**config.mk**
```make
export PLATFORM = sky130hd
export DESIGN_NAME = pic_acknowledge_controller
export DESIGN_NICKNAME = d
export VERILOG_FILES = /design/src/rtl/pic_pkg.sv /design/src/rtl/pic_in_service_register.sv /design/src/rtl/pic_acknowledge_controller.sv
export SDC_FILE = /design/constraint.sdc
export NUM_CORES = 1
export LEC_CHECK = 0
export CORE_AREA = 2 2 67 85
export CTS_CLUSTER_DIAMETER = 200
export DETAILED_ROUTE_END_ITERATION = 16
export DIE_AREA = 0 0 69 87
export PLACE_DENSITY = 0.57
export SLEW_MARGIN = 40
export SYNTH_ARGS = -nofsm -noshare
export SYNTH_HDL_FRONTEND = slang
export SYNTH_SLANG_ARGS = --single-unit
```
**constraint.sdc**
```tcl
create_clock -name clock -period 2.7 [get_ports clock]
set_clock_uncertainty 0.15 [all_clocks]
set_input_delay 0.27 -clock clock [delete_from_list [all_inputs] [get_ports clock]]
set_output_delay 0.27 -clock clock [all_outputs]
set_load 0.01 [all_outputs]
```
**src/rtl/pic_pkg.sv**
```systemverilog
// rtl/pic_pkg.sv - shared types and helpers for the 8259 acknowledge path
package pic_pkg;

    localparam int LEVEL_WIDTH = 3;

    typedef enum logic [2:0] {
        IDLE,
        REQUESTING,
        FIRST_ACK,
        SECOND_WAIT,
        SECOND_ACK
    } ack_state_t;

    typedef struct packed {
        logic                   found;
        logic [LEVEL_WIDTH-1:0] level;
    } level_search_t;

    // IR0 is the highest priority, so the lowest set index wins.
    function automatic level_search_t lowest_set_level(input logic [7:0] bits);
        level_search_t result;
        result.found = 1'b0;
        result.level = '0;
        for (int i = 7; i >= 0; i--) begin
            if (bits[i]) begin
                result.found = 1'b1;
                result.level = i[LEVEL_WIDTH-1:0];
            end
        end
        return result;
    endfunction

endpackage

```
**src/rtl/pic_in_service_register.sv**
```systemverilog
// rtl/pic_in_service_register.sv - in-service register with set, clear and EOI search
module pic_in_service_register
    import pic_pkg::*;
#(
    parameter int NUM_LEVELS = 8
) (
    input  logic                   clock,
    input  logic                   reset_n,
    input  logic                   initialization_reset,
    input  logic                   set_enable,
    input  logic [LEVEL_WIDTH-1:0] set_level,
    input  logic                   clear_enable,
    input  logic [LEVEL_WIDTH-1:0] clear_level,
    input  logic                   eoi_strobe,
    input  logic                   eoi_specific,
    input  logic [LEVEL_WIDTH-1:0] eoi_level,
    output logic [NUM_LEVELS-1:0]  in_service_register
);

    level_search_t           lowest;
    logic [NUM_LEVELS-1:0]   clear_mask;
    logic [NUM_LEVELS-1:0]   set_mask;

    always_comb begin
        lowest     = lowest_set_level(in_service_register);
        clear_mask = '0;
        set_mask   = '0;
        if (clear_enable) begin
            clear_mask[clear_level] = 1'b1;
        end
        if (eoi_strobe) begin
            if (eoi_specific) begin
                clear_mask[eoi_level] = 1'b1;
            end else if (lowest.found) begin
                clear_mask[lowest.level] = 1'b1;
            end
        end
        if (set_enable) begin
            set_mask[set_level] = 1'b1;
        end
    end

    // Set is OR-ed in after the clear so a same-bit collision keeps the bit.
    always_ff @(posedge clock or negedge reset_n) begin
        if (!reset_n) begin
            in_service_register <= '0;
        end else if (initialization_reset) begin
            in_service_register <= '0;
        end else begin
            in_service_register <= (in_service_register & ~clear_mask) | set_mask;
        end
    end

endmodule

```
**src/rtl/pic_acknowledge_controller.sv**
```systemverilog
// rtl/pic_acknowledge_controller.sv - INT/INTA sequencing, ISR ownership and vector drive
module pic_acknowledge_controller
    import pic_pkg::*;
#(
    parameter int                     NUM_LEVELS     = 8,
    parameter logic [LEVEL_WIDTH-1:0] SPURIOUS_LEVEL = 3'd7
) (
    input  logic                   clock,
    input  logic                   reset_n,
    input  logic                   initialization_reset,
    input  logic                   interrupt_acknowledge_n,
    input  logic                   request_valid,
    input  logic [LEVEL_WIDTH-1:0] request_level,
    input  logic [4:0]             vector_base,
    input  logic                   auto_eoi,
    input  logic                   eoi_strobe,
    input  logic                   eoi_specific,
    input  logic [LEVEL_WIDTH-1:0] eoi_level,
    output logic                   interrupt_to_cpu,
    output logic                   clear_request,
    output logic [LEVEL_WIDTH-1:0] clear_request_level,
    output logic                   freeze_request,
    output logic [NUM_LEVELS-1:0]  in_service_register,
    output logic [7:0]             vector_out,
    output logic                   vector_drive_enable
);

    ack_state_t             state, state_next;
    logic                   inta_prev;
    logic                   inta_fall, inta_rise;
    logic [LEVEL_WIDTH-1:0] latched_level, latched_next;
    logic                   spurious, spurious_next;
    logic                   clear_next;
    logic [LEVEL_WIDTH-1:0] clear_level_next;
    logic [7:0]             vector_next;
    logic                   isr_set, isr_auto_clear;

    assign inta_fall = inta_prev & ~interrupt_acknowledge_n;
    assign inta_rise = ~inta_prev & interrupt_acknowledge_n;

    always_comb begin
        state_next       = state;
        latched_next     = latched_level;
        spurious_next    = spurious;
        clear_next       = 1'b0;
        clear_level_next = clear_request_level;
        vector_next      = vector_out;
        isr_set          = 1'b0;
        isr_auto_clear   = 1'b0;
        case (state)
            IDLE: begin
                if (request_valid) state_next = REQUESTING;
            end
            REQUESTING: begin
                if (inta_fall) begin
                    state_next = FIRST_ACK;
                    if (request_valid) begin
                        latched_next     = request_level;
                        spurious_next    = 1'b0;
                        isr_set          = 1'b1;
                        clear_next       = 1'b1;
                        clear_level_next = request_level;
                    end else begin
                        latched_next  = SPURIOUS_LEVEL;
                        spurious_next = 1'b1;
                    end
                    vector_next = {vector_base, latched_next};
                end
            end
            FIRST_ACK: begin
                if (inta_rise) state_next = SECOND_WAIT;
            end
            SECOND_WAIT: begin
                if (inta_fall) state_next = SECOND_ACK;
            end
            SECOND_ACK: begin
                if (inta_rise) begin
                    state_next     = IDLE;
                    isr_auto_clear = auto_eoi & ~spurious;
                end
            end
            default: state_next = IDLE;
        endcase
    end

    always_ff @(posedge clock or negedge reset_n) begin
        if (!reset_n) begin
            state               <= IDLE;
            inta_prev           <= 1'b1;
            interrupt_to_cpu    <= 1'b0;
            freeze_request      <= 1'b0;
            clear_request       <= 1'b0;
            clear_request_level <= '0;
            latched_level       <= '0;
            spurious            <= 1'b0;
            vector_out          <= '0;
        end else if (initialization_reset) begin
            state               <= IDLE;
            inta_prev           <= 1'b1;
            interrupt_to_cpu    <= 1'b0;
            freeze_request      <= 1'b0;
            clear_request       <= 1'b0;
            clear_request_level <= '0;
            latched_level       <= '0;
            spurious            <= 1'b0;
            vector_out          <= '0;
        end else begin
            state               <= state_next;
            inta_prev           <= interrupt_acknowledge_n;
            interrupt_to_cpu    <= (state_next == REQUESTING);
            freeze_request      <= (state_next inside {FIRST_ACK, SECOND_WAIT, SECOND_ACK});
            clear_request       <= clear_next;
            clear_request_level <= clear_level_next;
            latched_level       <= latched_next;
            spurious            <= spurious_next;
            vector_out          <= vector_next;
        end
    end

    // Combinational so a single-cycle second INTA still sees the vector on the bus.
    assign vector_drive_enable = ~interrupt_acknowledge_n &
                                 ((state == SECOND_WAIT) || (state == SECOND_ACK));

    pic_in_service_register #(
        .NUM_LEVELS (NUM_LEVELS)
    ) u_in_service_register (
        .clock                (clock),
        .reset_n              (reset_n),
        .initialization_reset (initialization_reset),
        .set_enable           (isr_set),
        .set_level            (request_level),
        .clear_enable         (isr_auto_clear),
        .clear_level          (latched_level),
        .eoi_strobe           (eoi_strobe),
        .eoi_specific         (eoi_specific),
        .eoi_level            (eoi_level),
        .in_service_register  (in_service_register)
    );

endmodule
```
# Word-level counts from Yosys, hierarchy flattened
# Cells that the tools add are included.
# word_totals
ram_bits	0
output_inout_bits	23
in_bits	19
memories	0
elab_cells	103
romBits	0
latchBits	0
reg_bits	30
# op_classes
add_sub_neg	0
reduce_logical	12
mux	53
div_mod_pow	0
eq_ne	8
order_cmp	8
shift	0
mul	0
bitwise	12
# ops
cell	n
$mux 8	9
$mux 3	14
$mux 4	8
$or 8x8->8	3
$mux 1	17
$lt 3x4->1 const B	4
$pmux 3 s5	1
$demux 1 s3	4
$eq 3x2->1 const B	4
$ge 3x1->1 const B	4
$and 8x8->8	1
$not 8->8	1
$eq 3x1->1 const B	2
$eq 3x3->1 const B	2
$reduce_bool 2->1	3
$and 1x1->1	4
$logic_and 1x1->1	4
$logic_not 3->1	1
$not 1->1	3
$reduce_and 3->1	1
$reduce_bool 3->1	1
$reduce_and 2->1	1
$logic_or 1x1->1	1

# Logic depth before layout (Yosys ltp)
# Gate-level depths: netlist (run 1).
# logic_depth
ltp_word	20
ltp_mapped	6
mapped_depth_nobuf	5

# By module
# From an unflattened synthesis (run 1), not the netlist that was laid out.
# unflattened
hier_cells	159
area_unflattened_um2	1516.5
# by_module_without_submodules
mod	area_each_um2	n_inst	seq_area_each_um2	cells_per_inst
pic_acknowledge_controller	920.9	1	476.7	92
pic_in_service_register	595.6	1	200.2	67

# Worst setup path after synthesis (run 1)
# No wires, ideal clock.
# synth_timing
path_kind	register -> register
start	register inta_prev
end	register u_in_service_register.in_service_register[6]
t_required_ns	2.451
setup_time_ns	0.099
n_path_buf	0
path_stages_with_launch	6
arrival_time_ns	1.638
path_slack_ns	0.813
period_less_slack_ns	1.887
cell_sequence	dfstp_2 nand2b_4 nor4b_4 nand2_4 or3_1 a311oi_1
# synth_via
elab_chain_cells	13
word_cells_on_any_way	18
cone_classes	mux (10); bitwise (8)
# synth_rtl
item	line	rtl
start: declaration	pic_acknowledge_controller.sv:29	logic inta_prev;
start signal: assignment	pic_acknowledge_controller.sv:109	inta_prev <= interrupt_acknowledge_n;
$not 1->1	pic_acknowledge_controller.sv:39	assign inta_rise = ~inta_prev & interrupt_acknowledge_n;
$and 1x1->1	pic_acknowledge_controller.sv:39	
$mux 1	pic_acknowledge_controller.sv:77	if (inta_rise) begin
$mux 1	pic_acknowledge_controller.sv:50	case (state)
$mux 8	pic_in_service_register.sv:28	if (clear_enable) begin
$or 8x8->8 (no line)	-	
$mux 8	pic_in_service_register.sv:34	end else if (lowest.found) begin
$mux 8	pic_in_service_register.sv:32	if (eoi_specific) begin
$mux 8	pic_in_service_register.sv:31	if (eoi_strobe) begin
$not 8->8	pic_in_service_register.sv:50	in_service_register <= (in_service_register & ~clear_mask) | set_mask;
$and 8x8->8	pic_in_service_register.sv:50	
$or 8x8->8 (*)	pic_in_service_register.sv:50	
$mux 8 (*)	pic_in_service_register.sv:47	end else if (initialization_reset) begin
end signal: assignment	pic_in_service_register.sv:50	
end: declaration	pic_in_service_register.sv:17	output logic [NUM_LEVELS-1:0] in_service_register
# Every way passes the cells marked *; elsewhere a longest branch is shown, timed or not.
# A chain may end at the register's enable or synchronous reset.

# Final worst setup path (run 1)
# layout_timing
start	register state[1]
end	output port vector_drive_enable
# layout_via
elab_chain_cells	3
word_cells_on_any_way	4
cone_classes	eq/ne (2); bitwise (1); reduce/logical (1)
# layout_rtl
item	line	rtl
start: declaration	pic_acknowledge_controller.sv:28	ack_state_t state, state_next;
start signal: assignment	pic_acknowledge_controller.sv:108	state <= state_next;
$eq 3x2->1 or $eq 3x3->1 (tied branches)	pic_acknowledge_controller.sv:122	((state == SECOND_WAIT) || (state == SECOND_ACK));
$logic_or 1x1->1 (*)	pic_acknowledge_controller.sv:122	
$and 1x1->1 (*)	pic_acknowledge_controller.sv:121	assign vector_drive_enable = ~interrupt_acknowledge_n &
end: declaration	pic_acknowledge_controller.sv:25	output logic vector_drive_enable
# Marks and branches as above.

==> results.md, run 1 <==
* Vias at between 1,000 and 1,500
* Later-pin clock latency in the skew report at 270 ps
* Sequential power share at between 50% and 60%
* Share of the synthesized area in the top cell type at between 40% and 50%
* Net switching share of the total power at between 20% and 30%
* Final GP Congestion at between 0.7 and 0.8
* Hold Buf Count CTS at 0
* Final ANT Viol Nets at 0
* Placed cells at 258
* Sw Pwr at 208 µW
* Setup_tns at 0 ps
* CP max stage delay at 540 ps
* Final hold vios at 0
* Clock buffer depth at 2
* First-pass GRT wire length at 6470 µm
* Final Net Count at roughly 220
* Clk pwr share at 28.8%
* HP Class: input port to async pin
* Net Count, Synth at approximately 180
* Synthesized instance count at between 150 and 200
* Flip-flop and latch count after synthesis at 27
* Largest net degree at the start of global routing at 28
* Cell variety after synth at 41
* Data required time of the worst path at about 2300 ps
* Drc violations at 0
* CP max-delay cell: clkdlybuf4s50_1
* Antenna violations before repair at 0
* Vias per Instance at 5.10
* Worst R2R End: u_in_service_register.in_service_register[7]
* Least-Margin Pin Slew at roughly 690 ps
* Tmin final at between 2000 and 2500 ps
* Clk sinks at 27
* Drt initial violations at 99
* Setup bufs post-CTS at 0
* Synthesized area per cell at roughly 9.4 µm²
* Fmax at roughly 460 MHz
* Ys Warns at 0
* Maximum vdd ir drop at 219 µV
* Inserted Clock Buffers at 3
* Setup Crit Path Kind: flop to primary output
* Part of the power in combinational logic at ~17%
* RSZ-0062 raised after global routing: no
* Tot GR Track Use at approximately an eighth
* Post-synth EDFFs at 0
* Routed WL at ~3800 µm
* Initial Utilization at approximately 28%
* Worst r2r src: inta_prev
* Area Overhead vs Synth at 35.4%
* Predominant post-synthesis flop cell: dfrtp_1
* I/O Pins at 42
* CTS tree: done
* Vias in the first global route at roughly 1,400
* Wire per inst at 14.5 µm
* Register area share after synthesis at between 40 and 50%
* CTS clock-pin slew for the worst setup and hold paths at approximately 90 ps
* Synth top area cells: dfrtp_1 44%, nor2b_1 4.2%, nor2_1 3.8%
* Crit Path Max Fanout at 8
* Core Box Area at 0.00526 mm²
* Leak Pwr at 0.761 nW
* CP startpoint kind: flop
* Post-CTS Resized at 0
* Total gr overflow at 0
* Die Y at approximately 87 µm
* Die ar. at between 0.006 and 0.007 mm²
* Port buffer count at a little over 40
* Crit end category: primary output
* Crit-path cells: nor2_1, nand2_1, a21oi_1, clkdlybuf4s50_1
* Row count at 30
* Post-route cell area at 0.00200 mm²
* Post-DP HPWL at 2840 µm
* Post-synth top area cell: dfrtp_1
* Power per cell area at around 400 mW/mm²
* Tcrit/Tclk final at roughly 81%
* H-tree Lvls at 1
* Most common cell after layout, fill and taps aside: clkdlybuf4s50_1
* Root Driver: clkbuf_8
* Internal at ~590 µW
* Setup slack after layout at 510 ps
* Critical Path AT at ~1800 ps
* Final setup fails at 0
* Async S/R FF share, synth at 100%
* Fin util at a little under two fifths
* R2R depth at 5
* Relative slew slack at a little over half
* Chip Width at 69 µm
* # diodes at 0
* Drt first pass iters at 4
* Placed cell area at a little under 0.002 mm²
* Most frequent cells in the layout: 41 x clkdlybuf4s50_1, 26 x dfrtp_1, 15 x nor2_1, 12 x nand2_1
* Outcome: finished, final reports clean
* Cell Area, Synth at around 0.0015 mm²
* CP Buf/Inv Count at 1
* Final Slew Violations at 0
* Share of layout cells above drive strength 1 at 8.08%
* Max Cap Viol at 0
* DP Worst Slack at about 440 ps
* Reg-to-reg slack, setup at about 760 ps
* Final std cells w/o fill at about 260
* Layout filler cell count at 557
* Largest delay share family, worst path: buffers and inverters
per-stage QoR:
stage	hold slack (ps)	total power [mW]
2_1_floorplan	-176	0.500
3_3_place_gp	356	0.577
3_5_place_dp	362	0.578
4_1_cts	224	0.813
5_1_grt	249	0.843
6_report	211	0.798
registers in the layout (all words and copies together) (netlist names), 3 cells and up:
| signal | cells |
|---|---|
| clear_request_level | 3 |
| state | 3 |
| u_in_service_register.in_service_register | 8 |
| vector_out | 8 |
how the worst max path moves through the flow:
stage,cells past startpoint,from,to
floorplan,5,inta_prev,u_in_service_register.in_service_register[6]
global placement,6,interrupt_acknowledge_n,u_in_service_register.in_service_register[7]
detailed placement,6,interrupt_acknowledge_n,u_in_service_register.in_service_register[6]
CTS,4,state[1],vector_drive_enable
global route,4,state[1],vector_drive_enable
finish,4,state[1],vector_drive_enable
layer usage:
layer  share of wire [%]  track usage [%]
met1                  45             15.8
met2                  50             24.0
met3                 3.8             2.31
met4                0.71             4.63
met5                   0                0
synthesized netlist by cell type, drive strengths merged, types with 2 or more instances:
cell type,count
o21a,3
nor2b,10
nor3,7
o21ai,10
nor3b,3
dfrtp,26
buf,5
a21oi,7
nand3b,3
nand2,13
inv,4
mux2i,5
or3,3
a311oi,3
a22o,2
nand3,7
o2111ai,2
nor2,15
o22ai,4
nor4b,2
or2,4
nand2b,3
o221ai,2
clkbuf,2
cells by family (layout without fill, tap and decap cells):
family	Yosys count	count (layout)	synth area share, %
simple gates	73	73	28.1
compound gates	40	40	18.5
flops	27	27	45.9
buf+inv	11	52	3.56
mux	5	5	3.39
xor+xnor	1	1	0.594
power groups by stage:
stage / clock, mW / combinational (mW) / sequential, mW
final: 0.230 / 0.134 / 0.434
after global routing: 0.257 / 0.148 / 0.437
after global placement: 0 / 0.135 / 0.442
after CTS: 0.243 / 0.136 / 0.434
after floorplan: 0 / 0.0613 / 0.439
after detailed placement: 0 / 0.136 / 0.442
area by class of cell:
class	instances	area [µm²]	area share [%]
Clock inverter	1	5.00	0.251
Timing Repair Buffer	44	433	21.7
Tap cell	64	80.1	4.01
Clock buffer	3	41.3	2.07
Sequential cell	27	677	33.9
Multi-Input combinational cell	119	746	37.3
Inverter	4	15.0	0.752
No activity file was read; power rests on OpenSTA's default activity.
==> run 2, diff against run 1 <==
==> constraint.sdc (replaced) <==
create_clock -name clock -period 2.25 [get_ports clock]
set_clock_uncertainty 0.15 [all_clocks]
set_input_delay 0.225 -clock clock [delete_from_list [all_inputs] [get_ports clock]]
set_output_delay 0.225 -clock clock [all_outputs]
set_load 0.01 [all_outputs]
==> run 2 against run 1 <==
Net effect: worst hold slack got worse by 53 ps; first-iteration DRC count shrank 37%; routed wire length is 1.1% higher; worst setup slack worse by 360 ps; via count rose by 1.4%; highest routed layer unchanged; largest cell class unchanged; clock power up 20%; global-route usage down 0.18 points; register-to-register slack got worse by 480 ps; power is 21% higher.
==> results.md, run 2 (synthesis results as in run 1) <==
* Outcome: finished, final reports clean
* Area Overhead vs Synth at 37.5%
* Post-DP HPWL at 2950 µm
* Net switching share of the total power at about a quarter
* Later-pin clock latency in the skew report at 270 ps
* RSZ-0062 raised after global routing: no
* Internal at approximately 720 µW
* # diodes at 0
* Part of the power in combinational logic at 17.2%
* Relative slew slack at 59.1%
* H-tree Lvls at 1
* Vias per Instance at around 5.1
* Sequential power share at 54.2%
* Maximum vdd ir drop at slightly below 300 µV
* Drc violations at 0
* Tot GR Track Use at between 10% and 20%
* I/O Pins at between 40 and 50
* Final hold vios at 0
* Tmin final at about 2100 ps
* Setup Crit Path Kind: flop to primary output
* Initial Utilization at about 28%
* Final GP Congestion at between 0.7 and 0.8
* Share of layout cells above drive strength 1 at 9.90%
* Most common cell after layout, fill and taps aside: clkdlybuf4s50_1
* Core Box Area at ~0.0053 mm²
* Largest net degree at the start of global routing at 28
* Leak Pwr at 0.777 nW
* Least-Margin Pin Slew at 612 ps
* Routed WL at between 3000 and 4000 µm
* Crit Path Max Fanout at 8
* Total gr overflow at 0
* HP Class: input port to async pin
* Final Slew Violations at 0
* Data required time of the worst path at 1880 ps
* Setup slack after layout at around 150 ps
* CP startpoint kind: flop
* Power per cell area at approximately 470 mW/mm²
* Final setup fails at 0
* CTS tree: done
* Max Cap Viol at 0
* Vias at between 1,000 and 1,500
* Tcrit/Tclk final at approximately 93%
* Clk pwr share at approximately 29%
* Drt first pass iters at 4
* Final Net Count at around 220
* Port buffer count at 41
* Sw Pwr at 248 µW
* Most frequent cells in the layout: 41 x clkdlybuf4s50_1, 26 x dfrtp_1, 14 x nor2_1, 12 x nand2_1
* Antenna violations before repair at 0
* Top Registers: u_in_service_register.in_service_register (8), vector_out (8)
* Fmax at 477 MHz
* Drt initial violations at 62
* First-pass GRT wire length at approximately 6400 µm
* CTS clock-pin slew for the worst setup and hold paths at 90 ps
* Final ANT Viol Nets at 0
* Wire per inst at roughly 14 µm
* Die ar. at 0.00600 mm²
* DP Worst Slack at between 30 and 40 ps
* Root Driver: clkbuf_8
* Chip Width at 69 µm
* Die Y at 87 µm
* Placed cell area at a little under 0.002 mm²
* Clk sinks at 27
* Fin util at 38.6%
* Setup_tns at 0 ps
* Setup bufs post-CTS at 0
* Inserted Clock Buffers at 3
* Vias in the first global route at about 1,400
* Clock buffer depth at 2
* Row count at 30
* Critical Path AT at roughly 1700 ps
* Post-route cell area at 0.00203 mm²
* Crit end category: primary output
==> run 2: path summary, 6_finish.rpt <==
| path | cells past startpoint | startpoint | slack (ps) | endpoint |
|---|---|---|---|---|
| setup reg to reg | 5 | inta_prev | 280 | u_in_service_register.in_service_register[6] |
| hold / removal | 2 | reset_n | 160 | state[0] |
| setup / recovery | 4 | state[1] | 150 | vector_drive_enable |
| max in group asynchronous | 2 | reset_n | 1500 | inta_prev |
| hold reg to reg | 2 | vector_out[4] | 380 | vector_out[4] |
| min in group clock | 2 | vector_out[4] | 380 | vector_out[4] |
==> run 2: cell type report <==
type / count / area [µm²]
timing repair buffer: 48 / 463
tap: 64 / 80.1
fill: 554 / 3230
clock buffer: 4 / 45.0
inverter: 4 / 15.0
multi-input combinational: 119 / 748
sequential: 27 / 677
==> run 2: layer usage <==
metal	share of wire (%)	GRT usage, %	vias to the layer above
li1	-	-	661
met1	42	15.3	656
met2	52	23.9	32
met3	4.4	2.55	6
met4	1.2	4.28	0
met5	0	0	-
==> run 2: what timing repair did <==
item	in CTS	in global routing
resized for setup	0	1
hold buffers	0	0
endpoints found under the setup margin	0	1
==> run 2: worst max-delay path: stages (launching register included) <==
cell,delay (ps)
dfrtp_1,510
nor2_2,180
nand2_1,80
a21oi_1,140
clkdlybuf4s50_1,540
==> run 2: stage by stage <==
step,instances,power (mW),hold slack [ps]
after floorplan,157,0.601,-221
final,266,0.963,159
after global placement,262,0.697,354
after CTS,266,0.976,173
after detailed placement,262,0.698,366
after global routing,266,1.01,184
==> run 2: power groups by stage <==
| stage | clock (mW) | sequential (mW) | combinational, mW |
|---|---|---|---|
| 2_1_floorplan | 0 | 0.527 | 0.0736 |
| 3_3_place_gp | 0 | 0.531 | 0.167 |
| 5_1_grt | 0.303 | 0.525 | 0.183 |
| 3_5_place_dp | 0 | 0.531 | 0.167 |
| 6_report | 0.276 | 0.522 | 0.166 |
| 4_1_cts | 0.287 | 0.522 | 0.168 |
